## src/rtl/mul_arbiter.sv

```systemverilog
// rtl/mul_arbiter.sv - round-robin arbiter sharing one 16x32 signed saturating multiplier
//
// Ports:
//   clk, rst_n              clock, asynchronous active-low reset
//   req_valid/req_ready     per-requester handshake (NREQ bits), req_ready is the grant
//   req_a                   NREQ x 16-bit signed coefficients, requester i at [16i+15:16i]
//   req_x                   NREQ x 32-bit signed operands, requester i at [32i+31:32i]
//   out_valid/out_ready     result handshake
//   out_data, out_id        saturated product and the requester that produced it
//   out_sat                 out_data was clamped
//   sat_clr, sat_cnt        saturation counter clear / value
//
// Optional feature: define MUL_ARB_SATCNT_EN to build the saturation counter;
// otherwise sat_cnt is tied to 0 and sat_clr is ignored.
module mul_arbiter #(
    parameter int NREQ = 4,
    parameter int IDW  = 2
) (
    input  logic                 clk,
    input  logic                 rst_n,
    input  logic [NREQ-1:0]      req_valid,
    input  logic [NREQ*16-1:0]   req_a,
    input  logic [NREQ*32-1:0]   req_x,
    output logic [NREQ-1:0]      req_ready,
    output logic                 out_valid,
    input  logic                 out_ready,
    output logic [31:0]          out_data,
    output logic [IDW-1:0]       out_id,
    output logic                 out_sat,
    input  logic                 sat_clr,
    output logic [15:0]          sat_cnt
);

    logic [IDW-1:0]     rr_ptr_q, rr_ptr_d;
    logic               out_valid_q, out_valid_d;
    logic [31:0]        out_data_q, out_data_d;
    logic [IDW-1:0]     out_id_q, out_id_d;
    logic               out_sat_q, out_sat_d;

    logic               slot_free;
    logic               gnt_found;
    logic [IDW-1:0]     gnt_idx;
    logic [IDW-1:0]     cand;
    logic               xfer;

    logic [15:0]        a_sel;
    logic [31:0]        x_sel;
    logic signed [47:0] prod;
    logic               ovf;
    logic [31:0]        sat_data;

    assign slot_free = !out_valid_q || out_ready;

    // Round-robin search; NREQ is a power of two so the IDW-bit add wraps modulo NREQ.
    always_comb begin
        gnt_found = 1'b0;
        gnt_idx   = '0;
        cand      = '0;
        for (int k = 0; k < NREQ; k++) begin
            cand = rr_ptr_q + IDW'(k);
            if (!gnt_found && req_valid[cand]) begin
                gnt_found = 1'b1;
                gnt_idx   = cand;
            end
        end
    end

    assign xfer = gnt_found && slot_free;

    // Grant is masked by rst_n so it reads 0 while reset is held.
    always_comb begin
        req_ready = '0;
        if (rst_n && xfer) begin
            req_ready[gnt_idx] = 1'b1;
        end
    end

    assign a_sel = req_a[16*gnt_idx +: 16];
    assign x_sel = req_x[32*gnt_idx +: 32];

    // Both operands sign-extended to 48 bits; the exact product fits in 48 bits.
    assign prod = $signed({{32{a_sel[15]}}, a_sel}) * $signed({{16{x_sel[31]}}, x_sel});

    // Result fits in 32 bits only when bits [47:31] are all copies of the sign.
    assign ovf      = !((&prod[47:31]) || !(|prod[47:31]));
    assign sat_data = ovf ? (prod[47] ? 32'h8000_0000 : 32'h7FFF_FFFF) : prod[31:0];

    always_comb begin
        rr_ptr_d    = rr_ptr_q;
        out_valid_d = out_valid_q;
        out_data_d  = out_data_q;
        out_id_d    = out_id_q;
        out_sat_d   = out_sat_q;
        if (xfer) begin
            rr_ptr_d    = gnt_idx + IDW'(1);
            out_valid_d = 1'b1;
            out_data_d  = sat_data;
            out_id_d    = gnt_idx;
            out_sat_d   = ovf;
        end else if (out_ready) begin
            out_valid_d = 1'b0;
        end
    end

    always_ff @(posedge clk or negedge rst_n) begin
        if (!rst_n) begin
            rr_ptr_q    <= '0;
            out_valid_q <= 1'b0;
            out_data_q  <= '0;
            out_id_q    <= '0;
            out_sat_q   <= 1'b0;
        end else begin
            rr_ptr_q    <= rr_ptr_d;
            out_valid_q <= out_valid_d;
            out_data_q  <= out_data_d;
            out_id_q    <= out_id_d;
            out_sat_q   <= out_sat_d;
        end
    end

    assign out_valid = out_valid_q;
    assign out_data  = out_data_q;
    assign out_id    = out_id_q;
    assign out_sat   = out_sat_q;

`ifdef MUL_ARB_SATCNT_EN
    logic [15:0] sat_cnt_q, sat_cnt_d;

    // Clear has priority over a same-cycle saturating transfer; count sticks at max.
    always_comb begin
        sat_cnt_d = sat_cnt_q;
        if (sat_clr) begin
            sat_cnt_d = '0;
        end else if (xfer && ovf && (sat_cnt_q != 16'hFFFF)) begin
            sat_cnt_d = sat_cnt_q + 16'd1;
        end
    end

    always_ff @(posedge clk or negedge rst_n) begin
        if (!rst_n) begin
            sat_cnt_q <= '0;
        end else begin
            sat_cnt_q <= sat_cnt_d;
        end
    end

    assign sat_cnt = sat_cnt_q;
`else
    logic unused_sat_clr;
    assign unused_sat_clr = sat_clr;
    assign sat_cnt        = '0;
`endif

endmodule

```

## config.mk

```make
export PLATFORM = sky130hd
export DESIGN_NAME = mul_arbiter
export DESIGN_NICKNAME = d
export VERILOG_FILES = /design/src/rtl/mul_arbiter.sv
export SDC_FILE = /design/constraint.sdc
export NUM_CORES = 2
export LEC_CHECK = 0
export ABC_CLOCK_PERIOD_IN_PS = 26000
export CAP_MARGIN = 20
export CORE_ASPECT_RATIO = 1.75
export CORE_MARGIN = 2
export CORE_UTILIZATION = 65
export CTS_CLUSTER_SIZE = 10
export DETAILED_ROUTE_END_ITERATION = 6
export HOLD_SLACK_MARGIN = 0.1
export PLACE_DENSITY = 0.93
export SYNTH_ARGS = -nofsm -noshare
export SYNTH_HDL_FRONTEND = slang
export SYNTH_SLANG_ARGS = --single-unit
```

## constraint.sdc

```tcl
create_clock -name clk -period 26 [get_ports clk]
set_input_delay 3.9 -clock clk [delete_from_list [all_inputs] [get_ports clk]]
set_output_delay 3.9 -clock clk [all_outputs]
set_load 0.01 [all_outputs]
```

======== After elaboration in Yosys (flattened, before gate mapping) ========
Cells that the tools add are included.
word-level totals
  flip-flop bits (word level) ............. 38
  bits in latches ......................... 0
  memory bits (writable) .................. 0
  memory bits (read-only) ................. 0
  output and inout port bits .............. 56
  memories kept ........................... 0
operators by class
  add/subtract/negate cells ............... 4
  multiply operators ...................... 1
  divide/modulo/power cells ............... 0
  $lt $le $gt $ge ......................... 6
  eq/ne operators ......................... 0
  shift operators ......................... 2
  mux-type cells .......................... 23
  bitwise gates (word level) .............. 0
  reduce and logical (&&, ||, !) cells .... 17
operators by type and width
  kind                                                        number
  variable part select 128 x 8 -> 32 bit                      1
  two-way mux 32 bit                                          2
  variable part select 64 x 7 -> 16 bit                       1
  multiplier 16 x 32 -> 48 bit                                1
  AND reduction 17 bit                                        1
  OR reduction 17 bit                                         1
  less-than comparator 2 x 3 -> 1 bit, second input constant  5
  two-way mux 1 bit                                           11
  binary-select mux 1 bit (select 2 bit)                      4
  two-way mux 2 bit                                           4
  logical AND 1 bit                                           6
  zero test 1 bit                                             6
  adder 2 x 1 -> 2 bit, second input constant                 2
  adder 2 bit, second input constant                          2
  two-way mux 4 bit                                           1
  demux 1 bit (select 2 bit)                                  1
  >= comparator 2 x 1 -> 1 bit, second input constant         1
  logical OR 1 bit                                            2
  nonzero test 2 bit                                          1

======== Longest topological paths before layout ========
  word-level depth ........................ 18
  mapped depth ............................ 37
  gate-level depth less buffers ........... 33

======== Worst setup path after synthesis ========
No wires, ideal clock.
  path kind ............................... input to register
  start ................................... in req_valid[2]
  end ..................................... reg out_data_q[0], in the netlist out_data[0]
  setup time .............................. 133 ps
  data arrival time ....................... 12446 ps
  setup slack ............................. 13421 ps
  cell stages on the path ................. 34
  cells stage by stage .................... mux2_2 -> a222oi_1 -> and2_1 -> buf_2 -> buf_4 -> buf_2 -> mux2i_1 -> clkbuf_1 -> nand2_1 -> fa_1 -> inv_1 -> fa_1 -> inv_1 -> fa_1 -> inv_1 -> fa_1 -> fa_1 -> inv_1 -> fa_1 -> inv_1 -> ha_1 -> buf_2 -> a21oi_2 -> o21a_1 -> o221ai_2 -> or3_1 -> o2111ai_2 -> mux2_2 -> and3_1 -> clkbuf_1 -> or4_4 -> buf_6 -> o211ai_2 -> o31ai_2
on the way
  longest elaborated chain between the ends .. 18
  elaborated cells on any way between the ends .. 32
  classes of those cells .................. mul: 1; shift: 2; mux: 18; reduce/logical: 11
ends and longest elaborated chain
  element                                                                                                 line    text
  start, declared                                                                                         21      input logic [NREQ-1:0] req_valid,
  binary-select mux 1 bit (select 2 bit)                                                                  61      if (!gnt_found && req_valid[cand]) begin
  two-way mux 1 bit (implied by the code)                                                                 61
  two-way mux 1 bit                                                                                       61
  zero test 1 bit                                                                                         61
  logical AND 1 bit                                                                                       61
  two-way mux 1 bit                                                                                       61
  zero test 1 bit                                                                                         61
  logical AND 1 bit                                                                                       61
  (+2 left out)                                                                                           --
  logical AND 1 bit                                                                                       61
  two-way mux 2 bit                                                                                       61
  variable part select 128 x 8 -> 32 bit / variable part select 64 x 7 -> 16 bit (equally long branches)  79, 78
  multiplier 16 x 32 -> 48 bit                                                                            82      assign prod = $signed({{32{a_sel[15]}}, a_sel}) * $signed({{16{x_sel[31]}}, x_sel});
  OR reduction 17 bit                                                                                     85      assign ovf = !((&prod[47:31]) || !(|prod[47:31]));
  zero test 1 bit                                                                                         85
  logical OR 1 bit                                                                                        85
  two-way mux 32 bit                                                                                      86      assign sat_data = ovf ? (prod[47] ? 32'h8000_0000 : 32'h7FFF_FFFF) : prod[31:0];
  end signal, assigned                                                                                    115     out_data_q <= out_data_d;
  end, declared                                                                                           36      logic [31:0] out_data_q, out_data_d;
Several ways; a longest one is shown, not always the timed one. The select of a mux whose other input is x is not followed.
A chain may end at the register's enable or synchronous reset.

======== Worst setup path after layout ========
  start ................................... in req_valid[0]
  end ..................................... reg out_data_q[2], in the netlist out_data[2]
Same word-level chain as after synthesis.

==> run_results.csv <==
group,metric,value,unit
routing,drtPass1Iterations,7,
synth,synth-seq-cells,38,
critical_path,required,26.17,ns
global_routing,grt_max_degree,50,
synth,yosys_warnings,0,
synth,synth_cell_types,86,
synth,synth-seq-area-share,0.0429,
global_routing,grtUsageTotal,0.445,
clock_network,clk_path_buf_depth,2,
synth,ys.flop_type,"dfrtp_1",
timing,rsz0062_at_grt,"false",
finish,drive_gt1_frac,0.0445,
synth,synth_largest_area_cell,"fa_1",
job,cap_viol_max_count,0,
timing,hold_viol,0,
placed_design,dp_hpwl,60.2,mm
clock_network,cts_buffers,5,
synth,syn_area_per_cell,8.39,um2
timing,slew_viol_final,0,
global_routing,grt_pass1_wl,119,mm
synth,synth_area_leaders,"fa_1 (44%), inv_1 (9.9%), nand2_1 (7.3%), ha_1 (6.7%), dfrtp_1 (4.3%)",
synth,synth_common_cells,"inv_1 (583), fa_1 (486), nand2_1 (429)",
timing,post-route-min-period,15.51,ns
synth,synth_top_area_frac,0.439,
floorplanning,start_util,0.659,
worst_hold_path,hold_start,"out_id[0]",
timing,max_slew_margin,0.219,
placed_design,gp_congestion,0.983,
clock_network,post_cts_buffers,0,
timing,period_share,0.597,
global_routing,overflow,0,
floorplanning,dieWidth,144,um
routing,drcViolationCount,4,
critical_path,end_kind,"flop",
routing,finalWirelength,76.0,mm
clock_network,cts_hold_buf,0,
timing,max_freq,0.0645,GHz
finish,syn_to_final_growth,12.9,%
placed_design,place_ws,10.64,ns
timing,tightest_slew,1.14,ns
worst_hold_path,hold_path_end,"out_id[0]",
timing,setup_slack,10.49,ns
finish,fillers,2309,
timing,clock_skew,0.00666,ns
routing,dr.first_iter.drc_count,1892,
critical_path,cp_slowest_stage_delay,0.84,ns
critical_path,r2r_start,"rr_ptr_q[1]",
floorplanning,row_count,89,
floorplanning,io_pins,256,
critical_path,worst_path_max_delay_cell,"fa_1",
synth,syn_inst,2643,
floorplanning,core,33600,um2
clock_network,post_cts_resized,0,
finish,layout.nets,3591,
critical_path,r2r_slack,14.02,ns
timing,finalSetupViolations,0,
critical_path,cp_max_fo,49,
finish,multi_input_area,18500,um2
synth,synth_edf_count,0,
clock_network,numClockSinks,38,
critical_path,timing.critical_path.from_type,"input pin",
global_routing,antenna_found_initial,5,
clock_network,cts_tree,"built",
routing,ant_nets,0,
critical_path,cpMostUsedCell,"fa_1",
placed_design,port_buffers,238,
critical_path,worstPathArrival,15.68,ns
synth,post-synth-top-count-cell,"inv_1",
critical_path,r2r-end,"out_data[2]",
critical_path,worst-setup-path-type,"input pin to flop",
clock_network,clkLatencyLatePin,0.29,ns
clock_network,cts_root_buf,"clkbuf_16",
synth,synth_area,22200,um2
clock_network,h-tree-depth,2,
global_routing,grt_pass1_vias,22400,
floorplanning,die_h,248,um
outcome,violations,"design-rule violations",
finish,register_area,951,um2
timing,tns,0,ns
floorplanning,die_area,35700,um2
routing,vias_per_cell,6.26,
outcome,status,"finished with violations",
clock_network,path_clk_slew,0.06,ns
synth,async_flop_share,1.00,
routing,wl_per_cell,23.4,um
worst_hold_path,hold_path.class,"flop to flop",
worst_hold_path,hold_depth,1,
critical_path,r2r_cells,31,
routing,vias,20300,
[flip-flops by register name, indices dropped and copies added (netlist names)]
signal     count
out_data      32
out_id         2
out_sat        1
out_valid      1
rr_ptr_q       2
[layout by cell type, fill, tap and decap left out, types with 6 or more instances in the layout]
cell type | Yosys | final
a211oi_1 | 15 | 15
a21o_1 | 14 | 14
a21oi_1 | 54 | 49
a21oi_2 | 8 | 11
a31oi_1 | 8 | 7
and2_1 | 43 | 41
and3_1 | 25 | 25
buf_4 | 17 | 30
clkdlybuf4s50_1 | 0 | 237
conb_1 | 1 | 16
dfrtp_1 | 38 | 38
fa_1 | 486 | 486
ha_1 | 118 | 118
inv_1 | 583 | 583
mux2_2 | 15 | 15
mux2i_1 | 92 | 89
nand2_1 | 429 | 429
nand3_1 | 25 | 25
nand4_1 | 30 | 30
nor2_1 | 252 | 252
nor2b_1 | 6 | 6
nor3_1 | 13 | 13
nor4_1 | 10 | 10
o211ai_1 | 15 | 15
o211ai_2 | 14 | 14
o21a_1 | 7 | 7
o21ai_0 | 36 | 36
o21ai_1 | 14 | 11
o31ai_1 | 9 | 9
o32a_1 | 6 | 6
xnor2_1 | 27 | 27
xor2_1 | 15 | 15
[how the worst max path moves through the flow]
stage	start	endpoint	slack (ns)	depth (start not counted)
2_1_floorplan	req_valid[2]	out_data[0]	13.42	34
3_3_place_gp	req_valid[0]	out_data[1]	10.89	33
3_5_place_dp	req_valid[0]	out_data[2]	10.64	33
4_1_cts	req_valid[0]	out_data[2]	10.91	29
5_1_grt	req_valid[0]	out_data[5]	10.26	32
6_report	req_valid[0]	out_data[2]	10.49	32
[through the flow]
step / cells / hold WS, ns / area, um2 / utilization
floorplan: 2658 / 0.509 / 22200 / -
global placement: 3229 / 0.464 / 24800 / 0.737
detailed placement: 3232 / 0.478 / 24800 / 0.737
CTS: 3240 / 0.492 / 25000 / 0.743
global route: 3243 / 0.508 / 25000 / 0.745
finish: 3244 / 0.492 / 25000 / 0.745
[routing by layer]
layer,part of all wire,vias to the layer above,track usage
met5,0.00072,-,0
met4,0.12,8,0.397
met3,0.14,644,0.175
met2,0.45,1677,0.701
met1,0.29,9648,0.452
li1,-,8315,-
[critical path: cells and delay by family]
kind | cells | cell delay [ns]
xor+xnor | 1 | 0.41
compound gates | 7 | 2.23
buf+inv | 7 | 2.20
simple gates | 8 | 2.30
mux | 2 | 0.47
fa+ha+maj | 7 | 4.05
[final cells by class]
| class | count | share of cell area |
|---|---|---|
| diodes | 1 | 0.0000999 |
| clock buffers | 6 | 0.00555 |
| clock inverters | 2 | 0.00240 |
| inverters | 584 | 0.0875 |
| multi-input cells | 1889 | 0.739 |
| flip-flops and latches | 38 | 0.0380 |
| well taps | 455 | 0.0227 |
| repair buffers | 269 | 0.105 |
[logic make-up after synthesis]
| logic type | synth area share |
|---|---|
| adders and majority gates | 0.505 |
| and+or+nand+nor | 0.169 |
| other | 0.000169 |
| xor gates and xnor gates | 0.0173 |
| buffers and inverters | 0.130 |
| DFF | 0.0429 |
| muxes | 0.0491 |
| AOI/OAI and AO/OA | 0.0857 |
Power is left out: the tool's default activity adds up to more than one toggle a clock period on the data nets, which glitch-free logic cannot reach.
